[config.mk]
export PLATFORM = sky130hd
export DESIGN_NAME = imem_boot_loader
export DESIGN_NICKNAME = d
export VERILOG_FILES = /design/src/rtl/imem_boot_loader.sv
export SDC_FILE = /design/constraint.sdc
export NUM_CORES = 1
export LEC_CHECK = 0
export CELL_PAD_IN_SITES_DETAIL_PLACEMENT = 1
export CELL_PAD_IN_SITES_GLOBAL_PLACEMENT = 1
export CORE_MARGIN = 1.5
export CORE_UTILIZATION = 45
export CTS_BUF_LIST = sky130_fd_sc_hd__clkbuf_8
export DETAILED_ROUTE_END_ITERATION = 10
export GPL_ROUTABILITY_DRIVEN = 0
export GPL_TIMING_DRIVEN = 1
export PLACE_DENSITY_LB_ADDON = 0.1
export SYNTH_ARGS = -nofsm -noshare
export SYNTH_HDL_FRONTEND = slang
export SYNTH_SLANG_ARGS = --single-unit
[constraint.sdc]
create_clock -name clk -period 4.15 [get_ports clk]
set_input_delay 0.415 -clock clk [delete_from_list [all_inputs] [get_ports clk]]
set_output_delay 0.415 -clock clk [all_outputs]
set_load 0.005 [all_outputs]
[src/rtl/imem_boot_loader.sv]
// imem_boot_loader
//   Boot-time loader for the CPU instruction memory. A byte stream carries a
//   16-bit word count, the program words (little-endian), and an 8-bit
//   additive checksum over the data bytes. The loader writes each word into
//   imem and keeps the CPU stalled until an image has loaded with a good
//   checksum. A reload pulse in RUN re-arms it for the next image.
module imem_boot_loader #(
  parameter int DEPTH = 512,
  parameter int AW    = 9
) (
  input  logic          clk,
  input  logic          reset,
  input  logic          boot_en,
  input  logic          reload,
  input  logic          rx_valid,
  input  logic [7:0]    rx_data,
  output logic          rx_ready,
  output logic          imem_we,
  output logic [AW-1:0] imem_waddr,
  output logic [31:0]   imem_wdata,
  output logic          cpu_hold,
  output logic          load_err,
  output logic [AW:0]   words_loaded
);

  // Depth as a 17-bit value so it compares cleanly against the 16-bit count
  localparam logic [16:0] LP_DEPTH = 17'(DEPTH);

  // S_BOOT is only occupied while reset is held; the first edge after
  // release picks LEN0 or RUN from boot_en.
  typedef enum logic [2:0] {
    S_BOOT,
    S_LEN0,
    S_LEN1,
    S_DATA,
    S_CSUM,
    S_RUN
  } state_t;

  state_t r_state;
  state_t w_next;

  logic [15:0]   r_cnt;
  logic [15:0]   r_word_idx;
  logic [1:0]    r_byte_sel;
  logic [7:0]    r_sum;
  logic [23:0]   r_word;
  logic          r_we;
  logic [AW-1:0] r_waddr;
  logic [31:0]   r_wdata;
  logic          r_load_err;
  logic [AW:0]   r_words_loaded;

  logic          w_accept;
  logic          w_word_done;
  logic          w_last_word;
  logic          w_in_range;
  logic          w_sum_ok;
  logic          w_rearm;
  logic [15:0]   w_cnt_full;
  logic [AW:0]   w_cnt_clamped;

  assign rx_ready = (r_state == S_LEN0) || (r_state == S_LEN1) ||
                    (r_state == S_DATA) || (r_state == S_CSUM);
  assign cpu_hold = (r_state != S_RUN);

  assign w_accept    = rx_valid & rx_ready;
  assign w_cnt_full  = {rx_data, r_cnt[7:0]};
  assign w_word_done = w_accept && (r_state == S_DATA) && (r_byte_sel == 2'd3);
  assign w_last_word = (r_word_idx == (r_cnt - 16'd1));
  // Words past the end of imem are still consumed and summed, just not written
  assign w_in_range  = ({1'b0, r_word_idx} < LP_DEPTH);
  assign w_sum_ok    = (rx_data == r_sum);
  // Both ways back into LEN0 start the next image from clean counters
  assign w_rearm     = ((r_state == S_RUN) && reload) ||
                       ((r_state == S_CSUM) && w_accept && !w_sum_ok);
  assign w_cnt_clamped = ({1'b0, r_cnt} > LP_DEPTH) ? LP_DEPTH[AW:0] : r_cnt[AW:0];

  // State register
  always_ff @(posedge clk or posedge reset) begin
    if (reset) begin
      r_state <= S_BOOT;
    end else begin
      // NOTE: every clocked register uses <= so all flops update together from
      // the values present before the edge; = here would create order-dependent
      // races between always_ff blocks.
      r_state <= w_next;
    end
  end

  // Next-state decode for the image parser
  always_comb begin
    // NOTE: the default first guarantees w_next is assigned on every path, so
    // no latch is inferred when a case arm leaves it untouched.
    w_next = r_state;
    case (r_state)
      S_BOOT: w_next = boot_en ? S_LEN0 : S_RUN;
      S_LEN0: if (w_accept) w_next = S_LEN1;
      S_LEN1: begin
        if (w_accept) begin
          w_next = (w_cnt_full == 16'd0) ? S_CSUM : S_DATA;
        end
      end
      S_DATA: if (w_word_done && w_last_word) w_next = S_CSUM;
      S_CSUM: begin
        if (w_accept) begin
          w_next = w_sum_ok ? S_RUN : S_LEN0;
        end
      end
      S_RUN:  if (reload) w_next = S_LEN0;
      default: w_next = S_BOOT;
    endcase
  end

  // Byte assembly, checksum accumulation, imem write strobe and status flags
  always_ff @(posedge clk or posedge reset) begin
    if (reset) begin
      r_cnt          <= '0;
      r_word_idx     <= '0;
      r_byte_sel     <= '0;
      r_sum          <= '0;
      r_word         <= '0;
      r_we           <= 1'b0;
      r_waddr        <= '0;
      r_wdata        <= '0;
      r_load_err     <= 1'b0;
      r_words_loaded <= '0;
    end else begin
      r_we <= 1'b0;

      if (w_rearm) begin
        r_byte_sel <= '0;
        r_word_idx <= '0;
        r_sum      <= '0;
      end

      if ((r_state == S_RUN) && reload) begin
        r_load_err <= 1'b0;
      end

      case (r_state)
        S_LEN0: begin
          if (w_accept) r_cnt[7:0] <= rx_data;
        end
        S_LEN1: begin
          if (w_accept) begin
            r_cnt <= w_cnt_full;
            if ({1'b0, w_cnt_full} > LP_DEPTH) r_load_err <= 1'b1;
          end
        end
        S_DATA: begin
          if (w_accept) begin
            r_sum      <= r_sum + rx_data;
            r_byte_sel <= r_byte_sel + 2'd1;
            case (r_byte_sel)
              2'd0: r_word[7:0]   <= rx_data;
              2'd1: r_word[15:8]  <= rx_data;
              2'd2: r_word[23:16] <= rx_data;
              default: begin
                // Fourth byte completes the word; the address saturates at
                // the last written index because out-of-range words never
                // update it.
                if (w_in_range) begin
                  r_we    <= 1'b1;
                  r_waddr <= r_word_idx[AW-1:0];
                  r_wdata <= {rx_data, r_word};
                end
                r_word_idx <= r_word_idx + 16'd1;
              end
            endcase
          end
        end
        S_CSUM: begin
          if (w_accept) begin
            if (w_sum_ok) begin
              r_words_loaded <= w_cnt_clamped;
            end else begin
              r_load_err <= 1'b1;
            end
          end
        end
        default: ;
      endcase
    end
  end

  assign imem_we      = r_we;
  assign imem_waddr   = r_waddr;
  assign imem_wdata   = r_wdata;
  assign load_err     = r_load_err;
  assign words_loaded = r_words_loaded;

endmodule

# After elaboration in Yosys (flattened, before gate mapping)
# Index checks and enable logic that the tools add are counted.
[word_totals]
ff_bits = 122
latchBits = 0
mem_bits_rw = 0
rom_bits = 0
in_bits = 13
out_inout_bits = 55
elab_cells = 95
memories = 0
[classes]
addsub = 4
n_mul = 0
n_div = 0
order_cmp = 3
eq_ne = 16
n_shift = 0
muxes = 32
bitwise = 3
reduce_logical = 23
[ops]
columns = ["operator", "count"]
rows = [
  ["$mux W16", 4],
  ["$gt A16 B10 Y1 const B", 2],
  ["$mux W8", 4],
  ["$mux W3", 8],
  ["$pmux W3 S6", 1],
  ["$add A16 B1 Y16 const B", 1],
  ["$eq A16 B16 Y1", 1],
  ["$logic_not A16 Y1", 1],
  ["$lt A16 B10 Y1 const B", 1],
  ["$pmux W8 S2", 1],
  ["$sub A16 B1 Y16 const B", 1],
  ["$reduce_and A3 Y1", 5],
  ["$mux W10", 1],
  ["$mux W1", 9],
  ["$add A8 B8 Y8", 1],
  ["$eq A8 B8 Y1", 1],
  ["$ne A2 B2 Y1 const B", 4],
  ["$eq A3 B2 Y1 const B", 2],
  ["$eq A3 B3 Y1 const B", 2],
  ["$logic_and A1 B1 Y1", 6],
  ["$mux W2", 3],
  ["$reduce_and A5 Y1", 1],
  ["$eq A2 B2 Y1 const B", 2],
  ["$logic_or A1 B1 Y1", 4],
  ["other kinds (14)", 15],
]

# Longest topological paths before layout
# Gate-level depths: netlist of run 1.
[depth]
word_depth = 12
ltp_mapped = 9
mapped_depth_nobuf = 9

# Worst setup path after synthesis of run 1
# No wires, ideal clock.
[synth_timing]
kind = "reg-to-reg"
from = "register r_cnt[4]"
to = "register r_state[1]"
setup_time_ps = 117
t_arrival_ps = 2293
required_time_ps = 4033
setup_slack_ps = 1740
stages_incl_launch_ff = 8
synth_period_minus_slack_ps = 2410
cell_sequence = "dfrtp_1 -> buf_6 -> or4_4 -> or4_1 -> o21ai_1 -> o211ai_1 -> or4_4 -> and2_4"
[synth_between]
elab_chain_cells = 5
[synth_rtl]
columns = ["item", "line", "rtl"]
rows = [
  ["from (decl)", "43", "logic [15:0] r_cnt;"],
  ["from (signal assigned)", "143", "if (w_accept) r_cnt[7:0] <= rx_data;"],
  ["from (signal assigned)", "147", "r_cnt <= w_cnt_full;"],
  ["$sub A16 B1 Y16", "70", "assign w_last_word = (r_word_idx == (r_cnt - 16'd1));"],
  ["$eq A16 B16 Y1", "70", ""],
  ["$logic_and A1 B1 Y1", "104", "S_DATA: if (w_word_done && w_last_word) w_next = S_CSUM;"],
  ["$ne A2 B1 Y1 (no source line)", "n/a", ""],
  ["$reduce_and A5 Y1 (no source line)", "n/a", ""],
  ["to (signal assigned)", "87", "r_state <= w_next;"],
  ["to (decl)", "40", "state_t r_state;"],
]
# Parallel ways exist; a longest one is shown, timed or not. The select of a mux whose other input is x is not followed.
# A chain may end at the register's enable or synchronous reset.

# Final worst setup path of run 1
[layout_timing]
from = "input rx_data[2]"
to = "register r_words_loaded[6], in the netlist words_loaded[6]"
[layout_between]
elab_chain_cells = 2
[layout_rtl]
columns = ["item", "line", "rtl"]
rows = [
  ["from (decl)", "16", "input logic [7:0] rx_data,"],
  ["$eq A8 B8 Y1", "73", "assign w_sum_ok = (rx_data == r_sum);"],
  ["$reduce_and A3 Y1 (no source line)", "n/a", ""],
  ["to (signal assigned)", "176", "r_words_loaded <= w_cnt_clamped;"],
  ["to (decl)", "52", "logic [AW:0] r_words_loaded;"],
]
# Every way passes these cells.

==> impl_metrics.toml, run 1 <==
[cts]
clk_latency_ps = 440
clk_pin_slew_ps = 70
cts_buffers = 17
cts_max_level = 4
clk_path_buf_depth = 2
cts_tree = "yes"
cts_root_buffer = "clkbuf_8"
holdBufCountCts = 0
ctsResizeCount = 0
cts.sinks = 122
post_cts_buffers = 0

[worst_setup_path]
r2r-end = "words_loaded[6]"
reg2reg_setup_slack_ps = 1030
cp.required_ps = 4520
crit_slowest_cell = "nor4_2"
critPathCaptureType = "flop"
path_class = "input port to flop"
r2r_start = "r_sum[1]"
crit_family = "simple AND/OR/NAND/NOR gates"
cp_slowest_stage_delay_ps = 640
cp_max_fo = 12
r2r_cells = 7
cp.arrival_ps = 3700
cp_num_buf_inv = 1
cp_cell_sequence = "clkdlybuf4s50_1 -> ha_1 -> nor4_1 -> nand3_1 -> or3_1 -> nand2b_1 -> nor4_2 -> a22o_2"
crit_path_start_kind = "input port"

[route]
ant_nets = 0
routed_wl_um = 16300
dr.pass1.iters = 5
avgRoutedWirePerCell_um = 19.2
viasPerCell = 5.52
post-route-drc-count = 0
dr.first_iter.drc_count = 216
vias = 4678

[timing]
clock_skew_ps = 11.3
rsz0062_at_grt = "false"
setup_slack_ps = 824
relSlewSlack_pct = 34.3
setup_viol = 0
tightest_slew_ps = 986
finalMaxSlewViolations = 0
fin_crit_sh_pct = 80.2
holdWs_ps = 475
fmax_mhz = 301
setup_tns_ps = 0
hold_violations = 0
post-route-min-period_ps = 3330

[synthesis]
ys_ff_latch = 122
synth_top_area_cell = "dfrtp_1"
synthAdderAreaFrac_pct = 3.11
synth_area_per_cell_um2 = 9.82
synth.cell_area_mm2 = 0.00587
synth_ff_type = "dfrtp_1"
ys_seq_area_share_pct = 52.0
synth_top_family_by_area = "simple AND/OR/NAND/NOR gates"
synth-compound-area-share_pct = 9.23
muxShareOfSynthArea_pct = 7.78
yosysUniqueCellTypes = 58
async_flop_share_pct = 100
yosysMostFrequentCell = "nand2_1"
yosysWarnings = 0
synth.area.top_cells = "dfrtp_1, nand2_1, mux2_2"
synth_common_cells = "nand2_1, dfrtp_1, mux2_2"
syn_inst = 598
synthSimpleGateAreaFrac_pct = 20.6
synth_top_area_share_pct = 52.0
synth_edf_count = 0
synthXorXnorAreaFrac_pct = 4.03
syn-num-nets = 625

[status]
status = "completed"

[power]
cellPowerDensity_mw_per_mm2 = 629
report.power.total_mw = 4.43
irDropWorstVdd_v = 0.000363
p_leak_nw = 3.19

[place]
port_buffers = 67
place_hpwl_um = 11600
place_ws_ps = 414

[finish]
final_util_pct = 55.7
layout.nets = 690
insertedDiodeCount = 0
final_layout_size_suffix_gt1_share_pct = 12.6
area_growth_pct = 20.1

[global_routing]
grt_max_degree = 74
use_met3_pct = 4.99
grt_pass1_wl_um = 26000
grt_pass1_vias = 4900
grt.met1_usage_pct = 34.0
global_route.usage.total_pct = 25.5
antenna_found_initial = 0
grt-ovfl-total = 0
grtUsageMet2_pct = 41.6
grt_busiest_layer = "met2"

[hold_path]
min_from = "r_word[7]"
hold_end = "imem_wdata[7]"
hold_class = "flop to flop"
hold_depth = 2

[die]
core_mm2 = 0.0127
die-area_mm2 = 0.0137
die_x_um = 117
start_util_pct = 46.3
pin_count = 68
rows = 41
dieHeight_um = 117

[flow_run]
maxCapViolations = 0
[worst register-to-register path, stage by stage, from the launching register on]
cell and delay (ps):
dfrtp_1 400, ha_1 320, nor4_1 350, nand3_1 200
or3_1 630, nand2b_1 250, nor4_2 640, a22o_2 270
[worst max path at each step]
stage	start	to	slack, ps	cells past startpoint
after global routing	rx_data[2]	words_loaded[6]	620	8
after global placement	rx_data[2]	words_loaded[6]	610	8
after floorplan	reset	imem_waddr[0]	490	1
after CTS	rx_data[2]	words_loaded[6]	870	8
final	rx_data[2]	words_loaded[6]	820	8
after detailed placement	rx_data[2]	words_loaded[6]	410	8
[routing by layer]
metal / vias to the layer above / share of wire [%]
met3: 16 / 3.6
met4: 0 / 1.3
met2: 91 / 49
li1: 2183 / -
met1: 2388 / 47
met5: - / 0
[sequential cells by signal, summed over array words and instances (netlist names)]
signal and count:
imem_wdata 32, r_word 24, r_cnt 16, r_word_idx 16, words_loaded 10, imem_waddr 9, r_sum 8, r_state 3
r_byte_sel 2, imem_we 1, load_err 1
[power by group]
group | switching (mW) | internal [mW]
clock | 0.463 | 0.487
sequential | 0.395 | 1.60
combinational | 0.706 | 0.783
[area by class of cell]
type	count	area [um^2]
timing repair buffer	75	743
fill	1461	5620
sequential	122	3050
tap	172	215
clock buffer	19	262
multi-input combinational	430	2630
clock inverter	12	85.1
inverter	17	66.3
[layout by cell type (no fill, tap or decap), drive strengths merged, types with 5 or more instances in the layout]
cell and n:
a21oi 10, a22o 10, a31oi 5, buf 8
clkbuf 19, clkdlybuf4s50 67, clkinv 8, dfrtp 122
ha 13, inv 20, mux2 37, nand2 167
nand2b 7, nand3 22, nand4 5, nor2 18
nor3 8, nor4 10, o211ai 6, o21ai 31
or4 7, xnor2 18, xor2 9
[through the flow]
step	cells	instance area, um^2
finish	847	7050
detailed placement	816	6710
CTS	847	7050
floorplan	598	5870
global placement	816	6710
global route	847	7050
[logic make-up (layout without fill, tap and decap cells)]
family	Yosys count	in the layout
xor+xnor	27	27
buf+inv	46	123
simple gates	266	266
mux	41	41
compound gates	82	82
flops	122	122
fa+ha+maj	14	14
Note: power is estimated with default switching activity, not from simulation.
==> run 2, diff against run 1 <==
Settings changed: CORE_UTILIZATION 45 to 41.
Clock period 4.15 ns to 2.85 ns, I/O delays scaled along.
==> run 2 against run 1 <==
Against the previous run:
- combinational power rose by 54%
- non-clock buffer count rose by 25
- critical path depth fell by 2
- final cell count rose by 4.0%
- global-route usage fell by 2.9 points
- sequential power rose by 41%
- critical path type is now flop to flop
- highest routed layer unchanged
==> impl_metrics.toml, run 2 (synthesis gave the netlist of run 1 again) <==
[power]
p_leak_nw = 3.30
cellPowerDensity_mw_per_mm2 = 894
irDropWorstVdd_v = 0.000453

[cts]
cts_max_level = 4
cts_buffers = 17
clk_latency_ps = 460
ctsResizeCount = 0
clk_pin_slew_ps = 80
post_cts_buffers = 0
cts.sinks = 122
cts_root_buffer = "clkbuf_8"
holdBufCountCts = 0
clk_path_buf_depth = 2
cts_tree = "yes"

[die]
dieHeight_um = 123
pin_count = 68
core_mm2 = 0.0139
start_util_pct = 42.1
rows = 43
die_x_um = 123
die-area_mm2 = 0.0150

[timing]
tightest_slew_ps = 677
setup_tns_ps = 0
post-route-min-period_ps = 2630
hold_violations = 0
rsz0062_at_grt = "false"
clock_skew_ps = 11.9
fin_crit_sh_pct = 92.1
finalMaxSlewViolations = 0
setup_slack_ps = 224
setup_viol = 0
fmax_mhz = 381
relSlewSlack_pct = 54.8

[place]
place_hpwl_um = 11400
port_buffers = 67
dp.cells = 849
place_ws_ps = 74.9

[global_routing]
grt_pass1_vias = 5040
global_route.usage.total_pct = 22.6
grt-ovfl-total = 0
grt_max_degree = 66
grt_pass1_wl_um = 25800
antenna_found_initial = 0

[worst_setup_path]
cp_max_fo = 5
critPathCaptureType = "flop"
reg2reg_setup_slack_ps = 220
crit_path_start_kind = "flop"
cp.arrival_ps = 2960
path_class = "flop to flop"
cp.required_ps = 3180

[route]
dr.first_iter.drc_count = 259
routed_wl_um = 15500
avgRoutedWirePerCell_um = 17.6
ant_nets = 0
vias = 4720
post-route-drc-count = 0
dr.pass1.iters = 4
viasPerCell = 5.36

[finish]
layout_common_cells = "nand2_1, dfrtp_1, clkdlybuf4s50_1, mux2_2, buf_4"
largest_register_ff_count = 32
fill_cells = 1545
layout.cells.most_common = "nand2_1"
area_growth_pct = 24.1
final_layout_size_suffix_gt1_share_pct = 16.1
layout.nets = 715
finalNonFillerCells = 881
insertedDiodeCount = 0

[status]
status = "completed"

[flow_run]
maxCapViolations = 0

[hold_path]
hold_class = "input port to asynchronous set/reset pin"
run 2: cell count changes in the layout (fill, tap and decap cells not counted), sizes merged:
cell | previous run | this run
buf | 8 | 33
clkinvlp | 0 | 3
clkbuf | 19 | 17
run 2: stage by stage:
stage	power (mW)	area (um^2)	hold slack, ps	util [%]
floorplan	4.10	5870	390	-
global placement	5.01	6920	448	49.7
detailed placement	5.14	6920	456	49.7
CTS	6.59	7290	276	52.3
global route	7.01	7290	300	52.3
finish	6.52	7290	267	52.3
run 2: where the power goes:
part	switching (mW)	total, mW	internal [mW]
sequential	0.475	2.80	2.33
combinational	1.07	2.29	1.22
clock	0.739	1.42	0.686
run 2: metal layers:
| metal | up-vias | track usage (%) | share of wire, % | routed length (um) |
|---|---|---|---|---|
| met1 | 2398 | 30.9 | 48 | 7440 |
| met5 | - | 0 | 0 | 0 |
| met2 | 70 | 35.9 | 47 | 7310 |
| met4 | 0 | 8.28 | 1.8 | 280 |
| met3 | 19 | 4.32 | 3.2 | 491 |
| li1 | 2233 | - | - | - |
run 2: final timing paths:
kind                            from       endpoint  cells past startpoint
max reg2reg                 r_cnt[7]     r_state[0]                      6
min reg2reg                r_word[0]  imem_wdata[0]                      2
max in group asynchronous      reset  imem_waddr[7]                      3
min in group clk           r_word[0]  imem_wdata[0]                      2
max                         r_cnt[7]     r_state[0]                      6
min                            reset        imem_we                      2
run 2: area by class of cell:
| type | instances | area [um^2] | share of cell area [%] |
|---|---|---|---|
| Tap cell | 180 | 225 | 3.09 |
| Multi-Input combinational cell | 430 | 2630 | 36.1 |
| Timing Repair Buffer | 100 | 943 | 12.9 |
| Sequential cell | 122 | 3050 | 41.9 |
| Inverter | 17 | 67.6 | 0.927 |
| Clock buffer | 17 | 234 | 3.21 |
| Clock inverter | 15 | 129 | 1.77 |
run 2: critical path, stage by stage (launching register included):
cell,delay [ps]
dfrtp_1,460
or4_4,560
or4_1,520
o21ai_1,160
o211ai_1,110
or4_4,540
o211a_1,150
